$ cat src/rtl/mul_seq_32.sv
// rtl/mul_seq_32.sv - iterative unsigned 32x32->64 shift-and-add multiplier sequencer
//
// One add-and-shift step per clock through a single 33-bit adder, under a
// start/done handshake. Optional early termination is enabled by defining
// MUL_SEQ_EARLY_TERM_EN.
//
// Ports:
//   clk      in   1  clock, rising edge
//   rst_n    in   1  asynchronous active-low reset
//   start    in   1  request, sampled only while busy=0
//   a        in  32  multiplicand, captured on the accepting edge
//   b        in  32  multiplier, captured on the accepting edge
//   busy     out  1  high while an operation is running
//   done     out  1  one-cycle pulse, product valid
//   product  out 64  result, held until the next accepted start
module mul_seq_32 (
  input  logic        clk,
  input  logic        rst_n,
  input  logic        start,
  input  logic [31:0] a,
  input  logic [31:0] b,
  output logic        busy,
  output logic        done,
  output logic [63:0] product
);

  typedef enum logic [1:0] {
    S_IDLE = 2'd0,
    S_RUN  = 2'd1,
    S_DONE = 2'd2
  } state_t;

  state_t      state_q, state_d;
  logic [31:0] mcand_q, mcand_d;
  logic [31:0] hi_q, hi_d;
  logic [31:0] lo_q, lo_d;
  logic [5:0]  cnt_q, cnt_d;

  // Shared add stage: carry-in is tied to zero, carry-out lands in sum[32]
  // and is shifted into hi[31] so it is never lost.
  logic [32:0] addend;
  logic [32:0] sum;

  assign addend = lo_q[0] ? {1'b0, mcand_q} : 33'd0;
  assign sum    = {1'b0, hi_q} + addend;

`ifdef MUL_SEQ_EARLY_TERM_EN
  // After cnt steps, lo[31-cnt:0] still holds the unconsumed multiplier bits.
  // If they are all zero, {hi,lo} is the partial product shifted left by
  // (32-cnt); one right shift by that amount finishes the job.
  logic [31:0] rem_mask;
  logic        rem_zero;
  logic [6:0]  align_amt;
  logic [63:0] aligned;

  assign rem_mask  = 32'hFFFF_FFFF >> cnt_q;
  assign rem_zero  = ((lo_q & rem_mask) == 32'd0);
  assign align_amt = 7'd32 - {1'b0, cnt_q};
  assign aligned   = {hi_q, lo_q} >> align_amt;
`endif

  always_ff @(posedge clk or negedge rst_n) begin
    if (!rst_n) begin
      state_q <= S_IDLE;
      mcand_q <= 32'd0;
      hi_q    <= 32'd0;
      lo_q    <= 32'd0;
      cnt_q   <= 6'd0;
    end else begin
      state_q <= state_d;
      mcand_q <= mcand_d;
      hi_q    <= hi_d;
      lo_q    <= lo_d;
      cnt_q   <= cnt_d;
    end
  end

  always_comb begin
    state_d = state_q;
    mcand_d = mcand_q;
    hi_d    = hi_q;
    lo_d    = lo_q;
    cnt_d   = cnt_q;

    case (state_q)
      S_IDLE, S_DONE: begin
        if (start) begin
          mcand_d = a;
          hi_d    = 32'd0;
          lo_d    = b;
          cnt_d   = 6'd0;
          state_d = S_RUN;
        end else begin
          state_d = S_IDLE;
        end
      end

      S_RUN: begin
        cnt_d = cnt_q + 6'd1;
`ifdef MUL_SEQ_EARLY_TERM_EN
        if (rem_zero) begin
          {hi_d, lo_d} = aligned;
          state_d      = S_DONE;
        end else begin
          {hi_d, lo_d} = {sum, lo_q[31:1]};
          if (cnt_q == 6'd31) begin
            state_d = S_DONE;
          end
        end
`else
        {hi_d, lo_d} = {sum, lo_q[31:1]};
        if (cnt_q == 6'd31) begin
          state_d = S_DONE;
        end
`endif
      end

      default: begin
        state_d = S_IDLE;
      end
    endcase
  end

  assign busy    = (state_q == S_RUN);
  assign done    = (state_q == S_DONE);
  assign product = {hi_q, lo_q};

endmodule

$ cat config.mk
export PLATFORM = sky130hd
export DESIGN_NAME = mul_seq_32
export DESIGN_NICKNAME = d
export VERILOG_FILES = /design/src/rtl/mul_seq_32.sv
export SDC_FILE = /design/constraint.sdc
export NUM_CORES = 1
export LEC_CHECK = 0
export CAP_MARGIN = 20
export CORE_UTILIZATION = 51
export CTS_BUF_LIST = sky130_fd_sc_hd__clkbuf_2
export CTS_CLUSTER_SIZE = 28
export DETAILED_ROUTE_END_ITERATION = 10
export PLACE_DENSITY = 0.9
export SYNTH_ARGS = -nofsm -noshare
export SYNTH_HDL_FRONTEND = slang
export SYNTH_SLANG_ARGS = --single-unit
$ cat constraint.sdc
create_clock -name clk -period 5.18 [get_ports clk]
set_input_delay 0.777 -clock clk [delete_from_list [all_inputs] [get_ports clk]]
set_output_delay 0.777 -clock clk [all_outputs]
set_load 0.01 [all_outputs]
==> flow_summary.yaml, run 1 <==
place:
  hpwl_um: 10300
  io_buffers: 132
  dpl-instance-area_um2: 7410
  pre_cts_ws_ps: 1680
  gp_congestion: 0.903
hold_path:
  hold_class: "primary input to async pin"
timing:
  relSlewSlack: 0.319
  hold_viol_final: 0
  rsz0062_at_grt: "false"
  clock_skew_ps: 23.2
  slew_viol_final: 0
  setup_viol: 0
  max_freq_ghz: 0.280
  finalCritPeriodShare: 0.689
  whs_ps: 200
  tightest_slew_ps: 1020
  timing.final.crit_period_ps: 3570
  setup_tns_ps: 0
  setup_slack_ps: 1610
route:
  ant_nets: 0
  first_pass_iters: 8
  vias: 5380
  post_drt_via_cell_ratio: 5.62
  routed_wl_um: 14300
  drc: 6
  avgRoutedWirePerCell_um: 15.0
  drt_iter0_drc: 309
critical_path:
  arrival_ps: 2790
  r2r.worst_path.cells: 12
  path_buf_inv: 3
  crit_family: "buffers and inverters"
  required_ps: 4400
  cp.depth: 4
  crit_path_end_kind: "output port"
  reg2reg_slack_ps: 1650
  cp_cell_sequence: "nand2b_1, buf_4, inv_2, clkdlybuf4s50_1"
  worstSetupPathType: "flop to output port"
  startpoint_type: "flop"
  critPathSlowestCell: "clkdlybuf4s50_1"
  path_max_fanout: 46
  max_stage_delay_ps: 680
run:
  maxCapViolCount: 0
cts:
  postCtsSetupBuffers: 0
  hold_buffers: 0
  clock_path_buffers: 2
  insertion_delay_ps: 590
  cts_resized: 0
  clk_pin_slew_ps: 260
  cts-root-buf: "clkbuf_2"
  cts_sinks: 104
  ctsHtreeMaxLevel: 3
  cts_buffers: 9
  cts_tree: "built"
die:
  initial_core_util: 0.526
  rows: 39
  die_y_um: 111
  die-area_um2: 12300
  die_w_um: 111
  coreArea_um2: 11500
  io_pins: 133
finish:
  antenna_cells: 0
  drive_gt1_frac: 0.0442
  stdcell_area_um2: 7500
  layout.nets: 910
  syn2layout_area_growth_pct: 23.8
synthesis:
  yosys.cell_count.top_type: "nand2_1"
  syn_area_um2: 6050
  synth.top_cell.area_share: 0.430
  synth_top_area_cell: "dfrtp_1"
  syn_nets: 798
  synthArstFlopShare: 1.00
  synthTopCellsByArea: "dfrtp_1 43%, nand2_1 13%, ha_1 6.8%"
  synth_flop_cell: "dfrtp_1"
  ys_seq_elements: 104
  ys_seq_area_frac: 0.430
  synth_edf_count: 0
  syn_inst: 697
  synth_area_per_cell_um2: 8.68
  synth.top_cells.by_count: "212 x nand2_1, 104 x dfrtp_1, 47 x o21ai_0"
  yosys_warnings: 0
  yosysUniqueCellTypes: 61
grt:
  grt_pass1_wl_um: 24300
  antenna_found_initial: 0
  overflow: 0
  grt_usage: 0.245
  grt_pass1_vias: 5229
  grt_max_degree: 65
pwr:
  total_power_mw: 4.24
  pwr_density_cell_nw_per_um2: 565
  vdd.ir_drop.worst_mv: 0.303
  p_leak_nw: 3.40
status:
  violations: "design-rule violations"
  status: "finished, violations left"
## sequential cells by signal, summed over array words and instances (netlist names)
register / cells
state_q: 2
cnt_q: 6
lo_q: 32
mcand_q: 32
hi_q: 32
## worst paths after layout
kind	endpoint	start
setup / recovery	busy	state_q[0]
max in group asynchronous	hi_q[23]	rst_n
min in group clk	mcand_q[30]	mcand_q[30]
hold / removal	lo_q[27]	rst_n
setup reg to reg	hi_q[25]	lo_q[0]
hold reg to reg	mcand_q[30]	mcand_q[30]
## per-layer routing
layer,part of all wire,GRT usage
met2,0.46,0.384
met1,0.44,0.325
met4,0.017,0.0904
met5,0,0
met3,0.081,0.0662
## power by group
group,switching [mW],internal [mW]
Clock,0.262,0.0665
Sequential,0.306,1.15
Combinational,1.24,1.21
## kinds of logic after synthesis
logic type	Yosys count	synth area share
and+or+nand+nor	311	0.223
AOI/OAI and AO/OA	178	0.202
DFF	104	0.430
buffers and inverters	44	0.0362
adders and majority gates	34	0.0715
xor gates and xnor gates	25	0.0362
muxes	1	0.00165
## cells in the final DEF (no fill, tap or decap), types with 8 or more instances in the layout
cell and n:
nand3_1 11, clkdlybuf4s50_1 131, o21ai_0 47, and2_1 34, nor2_1 22, a21o_1 14
a22oi_1 32, ha_1 33, a21oi_1 28, nand4_1 8, xor2_1 14, nand2_1 212
dfrtp_1 104, xnor2_1 11, clkbuf_2 12
## worst register-to-register path: cells and delay by family, from the launching register on
family	cells	cell delay [ps]
flops	1	980
simple gates	2	480
fa+ha+maj	2	600
compound gates	7	1310
buf+inv	1	70
## area by class of cell
| class | count | area (µm²) |
|---|---|---|
| fillers | 975 | 4020 |
| well taps | 143 | 179 |
| multi-input cells | 549 | 3250 |
| flip-flops and latches | 104 | 2600 |
| repair buffers | 137 | 1360 |
| inverters | 8 | 30.0 |
| clock inverters | 4 | 21.3 |
| clock buffers | 12 | 60.1 |
## metrics by stage
stage | cells | utilization
after CTS | 957 | 0.651
after global routing | 957 | 0.651
final | 957 | 0.651
after detailed placement | 941 | 0.644
after floorplan | 697 | -
after global placement | 941 | 0.644
Power figures use the tool's default switching activity.
==> run 2, diff against run 1 <==
- clock period: 5.18 -> 3.7 ns (I/O delays scaled with it)
==> run 2 against run 1 <==
- the flow still finishes with violations (design-rule violations)
- worst setup slack got worse by 1100 ps
- non-clock buffer count increased by 5
- critical path depth increased by 7
- largest cell class unchanged
- clock skew increased by 24 ps
- count of clock-buffer cells in the layout decreased by 3
==> flow_summary.yaml, run 2 (same netlist as run 1, synthesis figures left out) <==
status:
  status: "finished, violations left"
  violations: "design-rule violations"
critical_path:
  path_max_fanout: 22
  crit_path_end_kind: "flop"
  cp-startpoint: "lo_q[0]"
  worstSetupPathType: "flop to flop"
  required_ps: 4250
  arrival_ps: 3700
  r2r_start: "lo_q[0]"
  cp_cell_sequence: "buf_12, and2_1, ha_1, a21o_1, a31oi_1, a31oi_1, a31oi_1, nor3_1, a211oi_1, a31oi_1, o41ai_1"
  critPathSlowestCell: "dfrtp_1"
  max_stage_delay_ps: 590
  cp_common_cell: "a31oi_1"
  startpoint_type: "flop"
timing:
  relSlewSlack: 0.348
  clock_skew_ps: 47.2
  rsz0062_at_grt: "false"
  setup_tns_ps: 0
  slew_viol_final: 0
  max_freq_ghz: 0.317
  tightest_slew_ps: 979
  hold_viol_final: 0
  setup_viol: 0
  setup_slack_ps: 546
  timing.final.crit_period_ps: 3150
  finalCritPeriodShare: 0.852
die:
  coreArea_um2: 11500
  initial_core_util: 0.526
  rows: 39
  die_w_um: 111
  io_pins: 133
  die_y_um: 111
  die-area_um2: 12300
finish:
  syn2layout_area_growth_pct: 25.5
  instances_no_fill: 961
  top_regs: "hi_q: 32 flops, lo_q: 32 flops, mcand_q: 32 flops"
  layout.nets: 915
  layout_common_cells: "212 x nand2_1, 131 x clkdlybuf4s50_1, 104 x dfrtp_1"
  layout_commonest_cell: "nand2_1"
  multiInputGateArea_um2: 3250
  register_area_um2: 2600
  nFillCells: 942
  antenna_cells: 0
  drive_gt1_frac: 0.0501
  stdcell_area_um2: 7600
run:
  maxCapViolCount: 0
grt:
  overflow: 0
  grt_max_degree: 80
  grt_pass1_wl_um: 26000
  grt_usage: 0.260
  antenna_found_initial: 0
  grt_pass1_vias: 5509
cts:
  ctsHtreeMaxLevel: 3
  clock_path_buffers: 2
  hold_buffers: 0
  cts_tree: "built"
  insertion_delay_ps: 640
  cts_buffers: 9
  cts-root-buf: "clkbuf_2"
  cts_resized: 0
  postCtsSetupBuffers: 0
  clk_pin_slew_ps: 280
  cts_sinks: 104
route:
  ant_nets: 0
  avgRoutedWirePerCell_um: 15.9
  drc: 6
  routed_wl_um: 15300
  drt_iter0_drc: 351
  vias: 5483
  first_pass_iters: 8
  post_drt_via_cell_ratio: 5.71
place:
  gp_congestion: 0.910
  hpwl_um: 10900
  dpl.cell_count: 946
  dpl-instance-area_um2: 7460
  io_buffers: 132
  pre_cts_ws_ps: 649
hold_path:
  hold_class: "primary input to async pin"
pwr:
  total_power_mw: 6.18
  p_leak_nw: 3.45
  vdd.ir_drop.worst_mv: 0.618
  pwr_density_cell_nw_per_um2: 813
==> run 2: final timing paths <==
path	depth (start not counted)	end	slack, ps
max	11	hi_q[30]	550
min reg2reg	2	mcand_q[25]	510
max in group asynchronous	2	hi_q[27]	2830
max reg2reg	11	hi_q[30]	550
min	1	lo_q[26]	40
min in group clk	3	mcand_q[22]	380
==> run 2: critical path: cells and delay by family, from the launching register on <==
family | cells | cell delay, ps
compound gates | 7 | 1590
fa+ha+maj | 1 | 380
buf+inv | 1 | 220
flops | 1 | 590
simple gates | 2 | 280
==> run 2: power by group <==
part	switching (mW)	total [mW]	internal (mW)
Combinational	1.80	3.53	1.72
Clock	0.399	0.625	0.226
Sequential	0.414	2.03	1.61
Total	2.62	6.18	3.56
==> run 2: per-stage QoR <==
stage           util  hold slack, ps
5_1_grt        0.660            64.9
3_5_place_dp   0.648             455
2_1_floorplan      -             259
4_1_cts        0.660            31.1
6_report       0.660            35.9
3_3_place_gp   0.648             453
==> run 2: routing by layer <==
layer  global-route usage  up-vias  part of all wire
li1                     -     2652                 -
met4               0.0849        0             0.015
met5                    0        -                 0
met3               0.0738       23             0.079
met2                0.422      197              0.47
met1                0.335     2611              0.44
==> run 2: cell type report <==
cell class	instances	area share
Clock buffer	9	0.00593
Clock inverter	6	0.0119
Inverter	8	0.00395
Multi-Input combinational cell	549	0.427
Sequential cell	104	0.342
Tap cell	143	0.0235
Timing Repair Buffer	142	0.185
==> run 3, diff against run 2 <==
- HOLD_SLACK_MARGIN: not set -> 0.1
==> run 3 against run 2 <==
- clock power barely moved
- the flow still finishes with violations (design-rule violations)
- first-iteration DRC count increased by 0.28%
- largest cell class unchanged
- total power about the same
- critical path type unchanged
==> flow_summary.yaml, run 3 (same netlist as run 1, synthesis figures left out) <==
status:
  status: "finished, violations left"
  violations: "design-rule violations"
timing:
  slew_viol_final: 0
  setup_slack_ps: 533
  relSlewSlack: 0.404
  hold_viol_final: 0
  tightest_slew_ps: 892
  clock_skew_ps: 46.5
  timing.final.crit_period_ps: 3170
  whs_ps: 219
  setup_viol: 0
  finalCritPeriodShare: 0.856
  max_freq_ghz: 0.316
  rsz0062_at_grt: "false"
  setup_tns_ps: 0
critical_path:
  startpoint_type: "flop"
  arrival_ps: 3710
  path_max_fanout: 22
  r2r.worst_path.cells: 11
  worstSetupPathType: "flop to flop"
  required_ps: 4250
  crit_path_end_kind: "flop"
place:
  pre_cts_ws_ps: 649
  hpwl_um: 10900
  io_buffers: 132
  gp_congestion: 0.910
  dpl.cell_count: 946
  dpl-instance-area_um2: 7460
finish:
  top_regs: "hi_q: 32 flops, lo_q: 32 flops, mcand_q: 32 flops"
  nFillCells: 939
  instances_no_fill: 963
  layout_common_cells: "212 x nand2_1, 131 x clkdlybuf4s50_1, 104 x dfrtp_1"
  layout_commonest_cell: "nand2_1"
  antenna_cells: 0
  stdcell_area_um2: 7640
  syn2layout_area_growth_pct: 26.2
  drive_gt1_frac: 0.0512
  utilization: 0.663
  layout.nets: 917
cts:
  cts_tree: "built"
  ctsHtreeMaxLevel: 3
  clock_path_buffers: 2
  cts_sinks: 104
  insertion_delay_ps: 640
  cts_buffers: 9
  cts-root-buf: "clkbuf_2"
  cts_resized: 0
  clk_pin_slew_ps: 270
grt:
  grt_usage: 0.260
  overflow: 0
  grt_pass1_vias: 5512
  grt_pass1_wl_um: 26000
  antenna_found_initial: 0
  grt_max_degree: 80
die:
  initial_core_util: 0.526
  die-area_um2: 12300
  coreArea_um2: 11500
  rows: 39
  die_w_um: 111
  die_y_um: 111
  io_pins: 133
pwr:
  pwr_density_cell_nw_per_um2: 809
  vdd.ir_drop.worst_mv: 0.617
  p_leak_nw: 3.47
  total_power_mw: 6.18
route:
  drc: 6
  post_drt_via_cell_ratio: 5.70
  avgRoutedWirePerCell_um: 15.8
  ant_nets: 0
  drt_iter0_drc: 352
  vias: 5492
  first_pass_iters: 8
  routed_wl_um: 15200
run:
  maxCapViolCount: 0
hold_path:
  hold_class: "primary input to async pin"
==> run 3: worst max-delay path, cell delays in order (launching register included) <==
cell      delay, ps
dfrtp_1         580
buf_12          220
and2_1          150
ha_1            380
a21o_1          210
a31oi_1         190
a31oi_1         190
a31oi_1         360
nor3_1          140
a211oi_1        430
a31oi_1         150
o41ai_1          70
==> run 3: cell type report <==
| class | count | area (µm²) | area share |
|---|---|---|---|
| Sequential cell | 104 | 2600 | 0.341 |
| Clock inverter | 6 | 90.1 | 0.0118 |
| Inverter | 8 | 30.0 | 0.00393 |
| Multi-Input combinational cell | 549 | 3250 | 0.425 |
| Clock buffer | 9 | 45.0 | 0.00590 |
| Timing Repair Buffer | 144 | 1440 | 0.189 |
| Tap cell | 143 | 179 | 0.0234 |
==> run 3: worst paths after layout <==
check                            start     endpoint  slack (ps)
setup / recovery               lo_q[0]     hi_q[30]         530
hold / removal                   rst_n     lo_q[27]         220
setup reg to reg               lo_q[0]     hi_q[30]         530
hold reg to reg            mcand_q[26]  mcand_q[26]         510
max in group asynchronous        rst_n     hi_q[24]        2640
min in group clk                 a[22]  mcand_q[22]         390
==> run 3: timing repair <==
action	CTS	global route
setup buffers	0	0
setup endpoints to repair	0	0
endpoints found under the hold margin	77	0
hold buffers	1	0
==> run 3: where the power goes <==
group	total [mW]	leakage, nW	internal (mW)	switching, mW
sequential	2.03	1.27	1.61	0.413
combinational	3.53	2.12	1.73	1.80
clock	0.624	0.0808	0.226	0.398
total	6.18	3.47	3.56	2.61
==> run 3: per-layer routing <==
| layer | up-vias | routed length, µm | global-route usage |
|---|---|---|---|
| li1 | 2655 | - | - |
| met1 | 2597 | 6630 | 0.336 |
| met2 | 211 | 7130 | 0.423 |
| met3 | 29 | 1170 | 0.0738 |
| met4 | 0 | 304 | 0.0849 |
| met5 | - | 0 | 0 |
